**config.mk**
```make
export PLATFORM = sky130hd
export DESIGN_NAME = iobuf_input_capture
export DESIGN_NICKNAME = d
export VERILOG_FILES = /design/src/rtl/iobuf_input_capture.sv
export SDC_FILE = /design/constraint.sdc
export NUM_CORES = 1
export LEC_CHECK = 0
export CORE_MARGIN = 2
export CORE_UTILIZATION = 25
export CTS_CLUSTER_SIZE = 25
export DETAILED_ROUTE_END_ITERATION = 8
export GPL_TIMING_DRIVEN = 0
export PLACE_DENSITY = 0.5
export SYNTH_ARGS = -nofsm -noshare
export SYNTH_HDL_FRONTEND = slang
export SYNTH_SLANG_ARGS = --single-unit
export TNS_END_PERCENT = 100
```
**constraint.sdc**
```tcl
create_clock -name clk -period 4.1 [get_ports clk]
set_input_delay 0.41 -clock clk [delete_from_list [all_inputs] [get_ports clk]]
set_output_delay 0.41 -clock clk [all_outputs]
set_load 0.005 [all_outputs]
```
**src/rtl/iobuf_input_capture.sv**
```systemverilog
// Input capture for buffered IO pins: synchronizes din, detects changes and queues
// timestamped {ts, pins} records in a FIFO. Define IOBUF_CAPTURE_FILTER_EN to add a per-pin glitch filter.
module iobuf_input_capture #(
  parameter int WIDTH      = 2,
  parameter int TS_W       = 16,
  parameter int DEPTH      = 16,
  parameter int FILTER_LEN = 4
) (
  input  logic                    clk,
  input  logic                    rst,
  input  logic                    en,
  input  logic                    clear,
  input  logic [WIDTH-1:0]        din,
  output logic [WIDTH-1:0]        pin_oe,
  output logic                    out_valid,
  input  logic                    out_ready,
  output logic [TS_W+WIDTH-1:0]   out_data,
  output logic [$clog2(DEPTH):0]  fifo_count,
  output logic                    overflow
);

  localparam int AW = $clog2(DEPTH);
  localparam int CW = AW + 1;
  localparam int RW = TS_W + WIDTH;

  if (DEPTH < 2 || (DEPTH & (DEPTH - 1)) != 0 || FILTER_LEN < 1) begin : g_param_check
    $error("iobuf_input_capture: DEPTH must be a power of 2 >= 2 and FILTER_LEN >= 1");
  end

  logic [WIDTH-1:0] s1, s2, prev, cmp;
  logic             en_d;
  logic [TS_W-1:0]  ts;
  logic             rise, change, push_req, push_ok, pop, full;
  logic [RW-1:0]    push_rec;

  logic [RW-1:0]    mem [DEPTH];
  logic [AW-1:0]    wr_ptr, rd_ptr;
  logic [CW-1:0]    count;

  // The block only ever listens; the tristate array keeps every pin as an input.
  assign pin_oe = '0;

  assign rise     = en & ~en_d;
  assign change   = en & ~rise & (cmp != prev);
  assign push_req = ~clear & (rise | change);
  assign push_rec = rise ? {{TS_W{1'b0}}, s2} : {ts, cmp};
  assign full     = (count == CW'(DEPTH));
  assign pop      = out_valid & out_ready;
  assign push_ok  = push_req & (~full | pop);

  assign out_valid  = (count != '0);
  assign out_data   = out_valid ? mem[rd_ptr] : '0;
  assign fifo_count = count;

  // NOTE: state registers use non-blocking assignments so every flop samples pre-edge values.
  always_ff @(posedge clk) begin
    if (rst) begin
      s1   <= '0;
      s2   <= '0;
      prev <= '0;
      en_d <= 1'b0;
      ts   <= '0;
    end else begin
      s1   <= din;
      s2   <= s1;
      en_d <= en;
      if (clear) begin
        ts   <= '0;
        prev <= s2;
      end else begin
        if (rise)      ts <= '0;
        else if (en)   ts <= ts + TS_W'(1);
        if (rise)        prev <= s2;
        else if (change) prev <= cmp;
      end
    end
  end

`ifdef IOBUF_CAPTURE_FILTER_EN
  localparam int FCW = $clog2(FILTER_LEN + 1);

  logic [WIDTH-1:0] filt;
  logic [FCW-1:0]   fcnt [WIDTH];

  // A pin's filtered value follows s2 only after FILTER_LEN consecutive differing cycles.
  always_ff @(posedge clk) begin
    if (rst) begin
      filt <= '0;
      for (int i = 0; i < WIDTH; i++) fcnt[i] <= '0;
    end else if (clear || rise) begin
      filt <= s2;
      for (int i = 0; i < WIDTH; i++) fcnt[i] <= '0;
    end else begin
      for (int i = 0; i < WIDTH; i++) begin
        if (s2[i] != filt[i]) begin
          if (fcnt[i] == FCW'(FILTER_LEN - 1)) begin
            filt[i] <= s2[i];
            fcnt[i] <= '0;
          end else begin
            fcnt[i] <= fcnt[i] + FCW'(1);
          end
        end else begin
          fcnt[i] <= '0;
        end
      end
    end
  end

  assign cmp = filt;
`else
  assign cmp = s2;
`endif

  always_ff @(posedge clk) begin
    if (rst || clear) begin
      wr_ptr   <= '0;
      rd_ptr   <= '0;
      count    <= '0;
      overflow <= 1'b0;
    end else begin
      if (push_ok) wr_ptr <= wr_ptr + AW'(1);
      if (pop)     rd_ptr <= rd_ptr + AW'(1);
      if (push_ok && !pop)      count <= count + CW'(1);
      else if (!push_ok && pop) count <= count - CW'(1);
      if (push_req && full && !pop) overflow <= 1'b1;
    end
  end

  // NOTE: record storage has no reset; the pointers and count alone define which entries are valid.
  always_ff @(posedge clk) begin
    if (push_ok) mem[wr_ptr] <= push_rec;
  end

endmodule
```
=== Word-level counts from Yosys, hierarchy flattened ===
Memories as Yosys holds them, arrays and structs flattened. A register that Yosys moved wholly into a read port is not among the register bits.
Index checks and enable logic that the tools add are counted.

* $mul: 0
* Add/subtract/negate cells: 5
* Order comparisons: 0
* Divide/modulo/power cells: 0
* Mux-type cells: 11
* Shift operators: 0
* Reductions and logical operators: 11
* Equal/unequal tests: 2
* Bitwise logic cells: 12

{| class="wikitable"
|+ Operator list
! kind !! count
|-
| $mux 18 || 2
|-
| $add 16x1->16 const B || 1
|-
| $mux 5 || 2
|-
| $add 4x1->4 const B || 2
|-
| $mux 4 || 2
|-
| $and 1x1->1 || 6
|-
| $mux 2 || 3
|-
| $add 5x1->5 const B || 1
|-
| $eq 5x5->1 const B || 1
|-
| $reduce_bool 5->1 || 1
|-
| $sub 5x1->5 const B || 1
|-
| $logic_and 1x1->1 || 4
|-
| $not 1->1 || 4
|-
| $reduce_bool 3->1 || 1
|-
| $reduce_or 3->1 || 1
|-
| $logic_not 1->1 || 2
|-
| $mux 1 || 2
|-
| $ne 2x2->1 || 1
|-
| $or 1x1->1 || 2
|-
| $reduce_bool 2->1 || 1
|-
| $logic_or 1x1->1 || 1
|}

* Bits in read-only memories: 0
* Output and inout port bits: 27
* Bits in latches: 0
* Word-level logic and storage cells: 51
* Input bits: 7
* RAM bits: 288
* Register bits: 37
* Memories kept: 1

{| class="wikitable"
|+ Memories
! memory !! depth !! width !! read ports !! clocked after memory_dff !! write ports !! RTL line !! source
|-
| mem || 16 || 18 || 1 || 1 || 1 || 36 || <nowiki>logic [RW-1:0] mem [DEPTH];</nowiki>
|}

=== Depth between registers and ports, before layout ===
* Depth after elaboration: 12
* Depth in mapped cells: 12
* Depth with buffers taken out: 11

=== Least setup slack after synthesis ===
No wires, ideal clock.

* Kind: register to register
* Start: register count[2] (netlist: fifo_count[2])
* End: memory mem[0][0] (netlist bit) (enable)
* Library setup time: 0.446 ns
* Arrival time: 3.045 ns
* Required time: 3.654 ns
* Buffers on the path: 2
* Cell stages (with the launch flop): 7
* Path slack: 0.609 ns
* Path through: dfxtp_1 -> or4_4 -> buf_6 -> o21a_1 -> nand2_1 -> clkbuf_1 -> nor4b_1

* Cells in the longest elaborated chain, start to end: 6
* Elaborated cells between the ends (all ways): 8

{| class="wikitable"
|+ RTL lines
! what !! RTL line !! source
|-
| from (decl) || 38 || <nowiki>logic [CW-1:0] count;</nowiki>
|-
| from (signal assigned) || 123 || <nowiki>if (push_ok && !pop) count <= count + CW'(1);</nowiki>
|-
| from (signal assigned) || 124 || <nowiki>else if (!push_ok && pop) count <= count - CW'(1);</nowiki>
|-
| $reduce_bool 5->1 / $eq 5x5->1 (equally long branches) || 51, 47 ||
|-
| $and 1x1->1 / $not 1->1 (equally long branches) || 48, 49 ||
|-
| $or 1x1->1 * || 49 || <nowiki>assign push_ok = push_req & (~full | pop);</nowiki>
|-
| $and 1x1->1 * || 49 ||
|-
| $mux 1 * || 131 || <nowiki>if (push_ok) mem[wr_ptr] <= push_rec;</nowiki>
|-
| $mux 1 (implied by the code) * || 131 ||
|-
| to (decl) || 36 ||
|}

Mark *: on every way between the ends. The rest lies on a longest branch, timed or not.

==> metrics list <==
* Gpl congestion: around 0.73
- Crit path capture type: output pin
- Final Setup Violations: 0
* Syn-to-layout area delta: 19.2%
- The first routing iteration left 479 violations.
- Leaving out fill and tap cells, the most frequent cell in the layout is edfxtp_1.
- Clock Skew: 17.7 ps
- Antenna violations before repair: 0
- Die extent in y: approximately 230 µm
- Placement Rows: between 80 and 90
- Number of global-route vias before repair: 6,818
- Fraction of registers with async set/reset: 0%
* Share of the synthesized area in the top cell type: 66.3%
* TritonCTS clock tree: built
- STA puts the critical path data required time at 3690 ps.
* Number of clock sinks seen by CTS: 329
* Cell taking the most area after synthesis: edfxtp_1
* Run status: finished, final reports clean
- Commonest register cell after synthesis: edfxtp_1
- Top layer used by detailed routing: met4
- Core region area: 51,400 µm²
- Yosys mapped a number of flops with a built-in enable equal to between 200 and 300.
- Detailed routing placed a total of ~14,000 µm of wire on met2.
- Dividing the synthesized area by the synthesized cell count gives 18.8 µm².
- In this run the horizontal extent of the chip is 232 µm.
* Syn Inst Count: 693
- Inserted Diodes: 0
* Cell at the root of the clock tree: clkbuf_16
* Detailed-route DRC error count: 0
- Total count of max-transition violations in the final report: 0
- Number of H-tree levels: 1
- Power per cell area: 459 nW/µm²
- Pin placement for this block handled 34 I/O pins.
- The worst setup path is launched from a flip-flop.
- The worst setup path is of the reg -> out kind.
- The share of the Yosys chip area taken by registers is 72.6%.
* Die area: between 50,000 and 60,000 µm²
- After layout, the worst path uses 95.9% of the clock period.
- Subtracting the final worst setup slack from the clock period gives 3930 ps.
* Largest vdd supply drop: 0.000267 V
- Largest net degree at the start of global routing: 19
* Number of warning messages in the yosys log: 0
- In the final routing, the length of wire on met1 measures 12,600 µm.
- Once the floorplan was initialized, standard cells occupied 25.4% of the core.
- The longest clock path from root to sink contains 3 buffers.
- Count of max-cap constraint violations: 0
* Final Net Count: about 800
* Ratio of cells with drive above 1 in the final layout: 24.7%
* Finished Cell Area: 15,500 µm²
* Initial DRT Pass Iterations: 4
* Post-Syn Area: 13,000 µm²
- The number of hold-slack violations in the final timing report is 0.
* Synth unique cells: 49
- #FFs+latches synth: 329
- Class of the tightest hold or removal check: in -> reg
* Largest cells by area after synthesis: edfxtp_1 (66%), mux4_2 (12%), dfxtp_1 (6.3%), mux2_2 (1.6%), a221o_1 (1.4%)
- Clock-pin transition on the worst setup and hold timing paths: 60 ps
- Input and output buffers added on the ports amount to 31.
- At the pin with the least slew margin, the transition time is 1250 ps.
- Post-CTS setup buffer count: 0
- The final route contains 6,515 vias.
* Arrival @ worst endpoint: 3520 ps
- Global route total overflow: 0
- Timing would allow up to 254 MHz.
- Hold Buf Count CTS: 0
- Hold Slack: 403 ps
* Global router's overall resource usage: 10.6%
- The worst pin sits at a relative slew slack of between 10% and 20%.
- Sum of net half-perimeters after detailed placement: 18,900 µm
* Per-cell routed wire length: 19.1 µm
- Wire length on met3: between 900 and 1000 µm
- Unrepaired setup endpoints after global routing: false
- Clock latency on the worst-skew pair: around 580 ps
- Fin Setup TNS: 0 ps
- Commonest cells after routing, fill and taps aside: edfxtp_1 (288), mux4_2 (72), dfxtp_1 (41), clkbuf_16 (31), clkdlybuf4s50_1 (31)
- Post-place instance area: 14,500 µm²
* Static leakage: 4.66 nW
- Maximum fanout encountered on the critical timing path: 10
- Routed via count divided by cell count: 4.39
* Number of clock buffers inserted by TritonCTS: 31
- Wires add up to roughly 28,000 µm.
- Antenna Violating Nets Remaining: 0
- Post-layout power: 7.13 mW
* Global-route wire length before repair: 43,500 µm
[repair_timing]
action,in CTS,in global routing
setup endpoints to repair,17,1
gates resized for setup,5,2
hold endpoints to repair,0,0
[final timing paths]
path                                 from          end  slack, ps  cells past startpoint
worst max-delay path            flip-flop  out_data[6]        170                      6
worst min-delay path               din[1]        s1[1]        400                      2
worst max register to register     cmp[0]    mem[1][9]       1000                      7
worst min register to register      s1[1]       cmp[1]        450                      1
[worst max-delay path, cell delays in order (launching register included)]
cell	delay [ps]
dfxtp_1	320
clkbuf_1	570
clkbuf_2	480
mux4_2	380
mux2_2	320
a221o_1	390
clkdlybuf4s50_1	470
[layer usage]
layer	vias up	GRT usage (%)
li1	2954	-
met1	3411	14.0
met2	116	18.3
met3	34	1.29
met4	0	3.31
met5	-	0
[cells in the mapped netlist, types with 11 or more instances]
cell type	instances
xnor2_1	11
clkbuf_1	17
and2_1	17
nor2b_1	15
a21oi_1	13
nor2_1	35
ha_1	11
edfxtp_1	288
nand2_1	14
mux2_2	18
mux4_2	72
nand3_1	15
a221o_1	18
dfxtp_1	41
[report_power, final]
group          total, mW  leakage, nW  switching, mW  internal [mW]
combinational      0.485         1.30          0.241          0.243
clock               3.01        0.514           1.25           1.76
sequential          3.63         2.84         0.0197           3.61
[cell type report]
type / instances / area [µm²]
Multi-Input combinational cell: 320 / 3420
Buffer: 36 / 189
Tap cell: 680 / 851
Clock inverter: 20 / 241
Inverter: 9 / 33.8
Clock buffer: 38 / 832
Timing Repair Buffer: 51 / 509
Fill cell: 5005 / 35900
Sequential cell: 329 / 9470
[per-stage QoR]
step                      utilization [%]  std cells  setup WS (ps)
after detailed placement             28.1       1425            268
after CTS                            30.2       1483           34.9
after floorplan                         -        694            609
final                                30.2       1483            166
after global placement               27.6       1405          -2780
after global routing                 30.2       1483           21.3
[sequential cells by signal (all words and copies together) (netlist names), named ones only]
register and cells:
cmp 2, en_d 1, fifo_count 5, mem 288, overflow 1, prev 2
rd_ptr 4, s1 2, ts 16, wr_ptr 4
[cells by family (layout without fill, tap and decap cells)]
kind of cell	after synthesis	in the layout	share of synthesized area (%)
xor+xnor	19	19	1.28
mux	92	92	14.1
buf+inv	45	154	1.61
fa+ha+maj	12	12	1.21
compound gates	53	53	3.02
other cells	1	2	0.0288
flops	329	329	72.6
simple gates	142	142	6.11
(Power assumes the default switching activity.)
